--- config.mk ---
export PLATFORM = sky130hd
export DESIGN_NAME = mux_4to1_rr_arbiter
export DESIGN_NICKNAME = d
export VERILOG_FILES = /design/src/rtl/arb_pkg.sv /design/src/rtl/mux_4to1_comb.sv /design/src/rtl/mux_4to1_rr_arbiter.sv
export SDC_FILE = /design/constraint.sdc
export NUM_CORES = 1
export LEC_CHECK = 0
export CORE_MARGIN = 4
export CORE_UTILIZATION = 40
export DETAILED_ROUTE_END_ITERATION = 10
export HOLD_SLACK_MARGIN = 0.08
export PLACE_DENSITY_LB_ADDON = 0.15
export SYNTH_ARGS = -nofsm -noshare
export SYNTH_HDL_FRONTEND = slang
export SYNTH_HIERARCHICAL = 1
export SYNTH_SLANG_ARGS = --single-unit
--- constraint.sdc ---
create_clock -name clk -period 2.06 [get_ports clk]
set_input_delay 0.618 -clock clk [delete_from_list [all_inputs] [get_ports clk]]
set_output_delay 0.618 -clock clk [all_outputs]
set_load 0.03 [all_outputs]
--- src/rtl/arb_pkg.sv ---
// Shared types and helpers for the four-port round-robin arbiter.
// rr_pick scans the ports starting just after the last granted one.
package arb_pkg;

    localparam int ARB_PORTS = 4;

    typedef enum logic {
        IDLE   = 1'b0,
        LOCKED = 1'b1
    } arb_state_t;

    function automatic logic [1:0] rr_pick(input logic [3:0] req, input logic [1:0] last);
        logic [1:0] pick;
        logic [1:0] idx;
        logic       found;
        pick  = last;
        found = 1'b0;
        // Offset 4 wraps back to last itself, so a lone repeat requester is still served.
        for (int k = 1; k <= ARB_PORTS; k++) begin
            idx = last + 2'(k);
            if (!found && req[idx]) begin
                pick  = idx;
                found = 1'b1;
            end
        end
        return pick;
    endfunction

endpackage

--- src/rtl/mux_4to1_comb.sv ---
// Combinational 4:1 byte multiplexer feeding the arbiter output register.
module mux_4to1_comb (
    input  logic [1:0] sel,
    input  logic [7:0] d0,
    input  logic [7:0] d1,
    input  logic [7:0] d2,
    input  logic [7:0] d3,
    output logic [7:0] y
);

    always_comb begin
        y = d0;
        case (sel)
            2'd1:    y = d1;
            2'd2:    y = d2;
            2'd3:    y = d3;
            default: y = d0;
        endcase
    end

endmodule

--- src/rtl/mux_4to1_rr_arbiter.sv ---
// Round-robin arbiter granting one of four valid/ready requesters per burst and
// steering its bytes through a 4:1 mux into a single registered output stage.
module mux_4to1_rr_arbiter
    import arb_pkg::*;
#(
    parameter int MAX_BURST = 4
) (
    input  logic       clk,
    input  logic       rst_n,
    input  logic [3:0] in_valid,
    input  logic [7:0] in_data0,
    input  logic [7:0] in_data1,
    input  logic [7:0] in_data2,
    input  logic [7:0] in_data3,
    input  logic [3:0] in_last,
    output logic [3:0] in_ready,
    output logic       out_valid,
    output logic [7:0] out_data,
    output logic       out_last,
    output logic [1:0] out_src,
    input  logic       out_ready,
    output logic       busy
);

    localparam logic [3:0] BURST_LAST = 4'(MAX_BURST - 1);

    arb_state_t state_reg, state_next;
    logic [1:0] sel_reg, sel_next;
    logic [1:0] last_grant_reg, last_grant_next;
    logic [3:0] beat_cnt_reg, beat_cnt_next;
    logic       out_valid_reg, out_valid_next;
    logic [7:0] out_data_reg, out_data_next;
    logic       out_last_reg, out_last_next;
    logic [1:0] out_src_reg, out_src_next;

    logic [7:0] mux_data;
    logic       sel_ready;
    logic       accept;
    logic       load_last;

    mux_4to1_comb u_mux (
        .sel (sel_reg),
        .d0  (in_data0),
        .d1  (in_data1),
        .d2  (in_data2),
        .d3  (in_data3),
        .y   (mux_data)
    );

    // Ready depends only on state and the output stage, never on in_valid.
    assign sel_ready = (state_reg == LOCKED) && (!out_valid_reg || out_ready);
    assign accept    = sel_ready && in_valid[sel_reg];
    assign load_last = in_last[sel_reg] || (beat_cnt_reg == BURST_LAST);

    genvar gi;
    generate
        for (gi = 0; gi < ARB_PORTS; gi++) begin : g_ready
            assign in_ready[gi] = sel_ready && (sel_reg == 2'(gi));
        end
    endgenerate

    always_comb begin
        state_next      = state_reg;
        sel_next        = sel_reg;
        last_grant_next = last_grant_reg;
        beat_cnt_next   = beat_cnt_reg;
        out_valid_next  = out_valid_reg;
        out_data_next   = out_data_reg;
        out_last_next   = out_last_reg;
        out_src_next    = out_src_reg;

        case (state_reg)
            IDLE: begin
                if (|in_valid) begin
                    sel_next      = rr_pick(in_valid, last_grant_reg);
                    beat_cnt_next = 4'd0;
                    state_next    = LOCKED;
                end
            end
            LOCKED: begin
                if (accept) begin
                    beat_cnt_next = beat_cnt_reg + 4'd1;
                    if (load_last) begin
                        last_grant_next = sel_reg;
                        state_next      = IDLE;
                    end
                end
            end
            default: state_next = IDLE;
        endcase

        // A fresh load wins over the drain of the previous beat.
        if (accept) begin
            out_valid_next = 1'b1;
            out_data_next  = mux_data;
            out_last_next  = load_last;
            out_src_next   = sel_reg;
        end else if (out_valid_reg && out_ready) begin
            out_valid_next = 1'b0;
        end
    end

    always_ff @(posedge clk or negedge rst_n) begin
        if (!rst_n) begin
            state_reg      <= IDLE;
            sel_reg        <= 2'd0;
            last_grant_reg <= 2'd3;
            beat_cnt_reg   <= 4'd0;
            out_valid_reg  <= 1'b0;
            out_data_reg   <= 8'h00;
            out_last_reg   <= 1'b0;
            out_src_reg    <= 2'd0;
        end else begin
            state_reg      <= state_next;
            sel_reg        <= sel_next;
            last_grant_reg <= last_grant_next;
            beat_cnt_reg   <= beat_cnt_next;
            out_valid_reg  <= out_valid_next;
            out_data_reg   <= out_data_next;
            out_last_reg   <= out_last_next;
            out_src_reg    <= out_src_next;
        end
    end

    assign out_valid = out_valid_reg;
    assign out_data  = out_data_reg;
    assign out_last  = out_last_reg;
    assign out_src   = out_src_reg;
    assign busy      = (state_reg == LOCKED);

endmodule

# Yosys cells after proc, flatten, opt, wreduce, memory -nomap -nowiden
# Index checks and enable logic that the tools add are counted.
# op_classes
addsub	4
n_lt_le_gt_ge	5
eq_ne	6
n_mux	35
bitwise_logic	1
reduce_logical	22
# ops
op	n
8-bit one-hot mux with 3 select lines	1
1-bit 2-to-1 mux	20
2-bit by 3-bit < comparator with 1-bit output (second input constant)	5
1-bit binary-select mux with 2-bit select	6
1-bit logical AND	10
2-bit 2-to-1 mux	4
4-bit 2-to-1 mux	2
4-bit one-hot mux with 2 select lines	1
2-bit adder (second input constant)	2
4-bit by 1-bit adder with 4-bit output (second input constant)	1
2-bit equality test (second input constant)	2
4-bit by 2-bit equality test with 1-bit output (second input constant)	1
1-bit logical NOT	4
2-bit AND reduction	2
4-bit OR reduction	1
3-bit AND reduction	1
2-bit by 1-bit adder with 2-bit output (second input constant)	1
2-bit by 1-bit equality test with 1-bit output (second input constant)	1
2-bit logical NOT	1
1-bit logical OR	2
2-bit by 1-bit inequality test with 1-bit output (second input constant)	1
2-bit inequality test (second input constant)	1
1-bit one-hot mux with 2 select lines	1
2-bit nonzero test	1
1-bit NOT	1
# word_totals
reg_bits	21
input_bits	43
out_inout_bits	17

# Logic depth before layout (Yosys ltp)
# logic_depth
word_depth	19
mapped_depth	5
ltp_nobuf	4

# By module
# The synthesis kept the hierarchy.
# modules_own_cells
mod	instances	cells_each	area_per_inst_um2	seq_area_each_um2
mux_4to1_rr_arbiter	1	91	1111.1	528.0
mux_4to1_comb	1	10	196.4	0.0

# Worst setup path after synthesis
# Ideal clock, no wire load.
# synth_timing
path_kind	input to output
from	in out_ready
to	out in_ready[0]
arrival_time_ps	1734
slack_ps	-292
cell_stages	4
path_buffers	1
path_cell_list	nand2b_1 clkbuf_1 nand2_1 nor3_1
# synth_via
elab_chain_cells	3
# synth_lines
item	line_no	rtl
start, declared	mux_4to1_rr_arbiter.sv:21	input logic out_ready,
1-bit logical OR	mux_4to1_rr_arbiter.sv:51	assign sel_ready = (state_reg == LOCKED) && (!out_valid_reg || out_ready);
1-bit logical AND	mux_4to1_rr_arbiter.sv:51	
1-bit logical AND	mux_4to1_rr_arbiter.sv:58	assign in_ready[gi] = sel_ready && (sel_reg == 2'(gi));
end, declared	mux_4to1_rr_arbiter.sv:16	output logic [3:0] in_ready,
# No other way between the ends.

# Worst setup path in the final report
# Ends and elaborated chain as after synthesis.

==> impl_metrics.csv <==
group,metric,value,unit
outcome,status,"complete, no violations",
yosys,ys_ff_latch,21,
critical_path,worst-path-max-fanout,3,
timing,whs,508,ps
yosys,synth-edff-count,0,
placed_design,hpwl,2690,um
yosys,synthDistinctLibCells,37,
power,ir_worst_vdd,0.738,mV
yosys,synth_compound_area_share,9.76,%
floorplanning,dieHeight,65.2,um
critical_path,worst_setup_path_end_kind,"output port",
yosys,ys_seq_area_share,40.4,%
timing,final-setup-viol-count,0,
cts,htree_levels,1,
final_layout,seq_area,529,um2
final_layout,finalInstanceArea,2040,um2
floorplanning,fp.dieW,65.2,um
final_layout,fin_cells,213,
final_layout,drive_above_1_share,32.5,%
route,wire_per_inst,15.8,um
cts,cts_tree,"yes",
route,drt_iter0_drc,71,
final_layout,multiInputGateArea,744,um2
placed_design,dp_slack,-254,ps
yosys,yosys.area_share.simple,11.5,%
route,vias,1120,
placed_design,dpl_cell_area,1990,um2
yosys,synth_cells,101,
yosys,synth_top_family_by_area,"multiplexers",
yosys,synth_commonest_cells,"19 x dfrtp_1, 10 x mux4_2, 7 x o21ai_0, 6 x mux2_2, 6 x nand2b_1",
timing,hold_viol,0,
placed_design,port-buffer-count,59,
cts,cts_sinks,21,
final_layout,fin_nets,214,
route,firstDrtPassIters,4,
yosys,synth-main-ff-cell,"dfrtp_1",
critical_path,cp.required,1440,ps
global_routing,grt_start_max_net_pins,22,
yosys,synth_mux_area_share,32.0,%
yosys,synth_top_area_share,36.4,%
timing,max_freq,499,MHz
timing,layout_setup_ws,55.0,ps
critical_path,worst_setup_path_start_kind,"input port",
timing,fin_worst_skew,8.79,ps
timing,setup_tns,0,ps
critical_path,worstPathArrival,1390,ps
cts,cts_buffer_depth,2,
global_routing,grt-ovfl-total,0,
yosys,yosys.area.top_type,"dfrtp_1",
global_routing,grt_antenna_before_repair,0,
final_layout,final.fill_count,261,
critical_path,critPathKind,"in2out",
timing,rsz0062_at_grt,"no",
yosys,syn_avg_cell_area,12.9,um2
power,power_density,1390,nW/um2
cts,cts_buffers,3,
floorplanning,row_count,20,
global_routing,grt_pass1_wl,5530,um
route,ant_nets,0,
final_layout,areaGrowthSynthToFinish,56.0,%
yosys,yosysMostFrequentCell,"dfrtp_1",
yosys,synthesis.area,1310,um2
yosys,ys_warn_count,6,
yosys,synth.area.top_cells,"dfrtp_1 36%, mux4_2 17%, mux2_4 5.7%",
min_path,hold_class,"reg2reg",
final_layout,largest_reg_flops,8,
yosys,synth_adder_area_share,0.957,%
floorplanning,start_util,42.5,%
timing,slew_headroom,77.1,%
yosys,async_flop_share,100,%
floorplanning,ios,60,
placed_design,gp_congestion,0.876,
floorplanning,die-area,4250,um2
route,drcViolationCount,0,
yosys,synth.net_count,145,
timing,tightest_slew,340,ps
timing,min_period,2000,ps
global_routing,grt_usage,16.8,%
global_routing,grt_pass1_vias,1224,
yosys,synth_xor_area_share,0,%
placed_design,dp.cells,209,
cts,root_buffer,"clkbuf_4",
route,vias_per_cell,5.26,
timing,fin_crit_sh,97.3,%
route,wirelength,3360,um
cts,insertion_delay,300,ps
job,cap_violations,0,
timing,drv_slew,0,
cts,clkTransAtPathRegs,110,ps
floorplanning,core,3080,um2
final_layout,diodes,0,
power,leakage,0.000881,uW
-- metrics by stage --
stage | utilization, % | total power (uW)
finish | 66.3 | 2830
global route | 66.3 | 3000
CTS | 66.1 | 2860
detailed placement | 64.6 | 2620
global placement | 64.6 | 2580
floorplan | - | 2050
-- metal layers --
| layer | part of all wire [%] | vias to the layer above | routed length (um) | track usage (%) |
|---|---|---|---|---|
| li1 | - | 522 | - | - |
| met1 | 41 | 560 | 1380 | 20.1 |
| met2 | 53 | 36 | 1770 | 30.0 |
| met3 | 6.3 | 2 | 211 | 5.47 |
| met4 | 0.12 | 0 | 4 | 2.07 |
| met5 | 0 | - | 0 | 0 |
-- final cells by class --
type / count / share of cell area, %
Multi-Input combinational cell: 70 / 36.5
Tap cell: 44 / 2.70
Timing Repair Buffer: 71 / 32.9
Clock inverter: 1 / 0.245
Sequential cell: 21 / 26.0
Inverter: 3 / 0.552
Clock buffer: 3 / 1.10
-- power breakdown --
group	leakage, uW	total, uW	switching, uW	internal (uW)
sequential	0.000251	795	171	624
clock	0.0000177	195	122	72.3
combinational	0.000613	1840	889	949
-- repair_timing --
item | 4_1_cts | 5_1_grt
cloned | 0 | 0
setup buffers | 0 | 0
endpoints found under the setup margin | 4 | 3
pin swaps | 2 | 0
hold buffers | 0 | 0
gates resized for setup | 5 | 2
-- placed cells by master (no fill, tap or decap), types with 2 or more instances in the layout --
| master | n |
|---|---|
| or2_2 | 2 |
| mux2_2 | 6 |
| dfrtp_1 | 18 |
| mux2_4 | 5 |
| o21ai_0 | 7 |
| nor2_1 | 3 |
| mux2i_1 | 5 |
| clkdlybuf4s50_1 | 53 |
| nand4_1 | 2 |
| clkbuf_4 | 3 |
| buf_4 | 16 |
| inv_1 | 3 |
| a21oi_1 | 3 |
| dfstp_2 | 2 |
| mux4_2 | 10 |
| nand2b_1 | 5 |
-- cell families (layout without fill, tap and decap cells) --
logic type,Yosys count,after routing
DFF,21,21
and+or+nand+nor,24,24
muxes,26,26
AOI/OAI and AO/OA,19,19
buffers and inverters,10,78
adders and majority gates,1,1
-- final timing paths --
check | startpoint | end | slack, ps | cells past startpoint
worst max-delay path | out_ready | in_ready[0] | 60 | 5
worst min-delay path | out_src[0]$_DFFE_PN0P_ | out_src[0]$_DFFE_PN0P_ | 510 | 1
worst max register to register | sel_reg[0]$_DFFE_PN0P_ | out_data[0]$_DFFE_PN0P_ | 260 | 3
worst min register to register | out_src[0]$_DFFE_PN0P_ | out_src[0]$_DFFE_PN0P_ | 510 | 1
max in group asynchronous | rst_n | last_grant_reg[1]$_DFFE_PN1P_ | 1130 | 2
min in group asynchronous | rst_n | out_data[1]$_DFFE_PN0P_ | 640 | 2
-- worst max-delay path: stages --
cell	delay (ps)
dlygate4sd2_1	200
nand2b_4	150
nand2_4	60
nor3_2	170
buf_4	190
No activity file was read; power rests on OpenSTA's default activity.
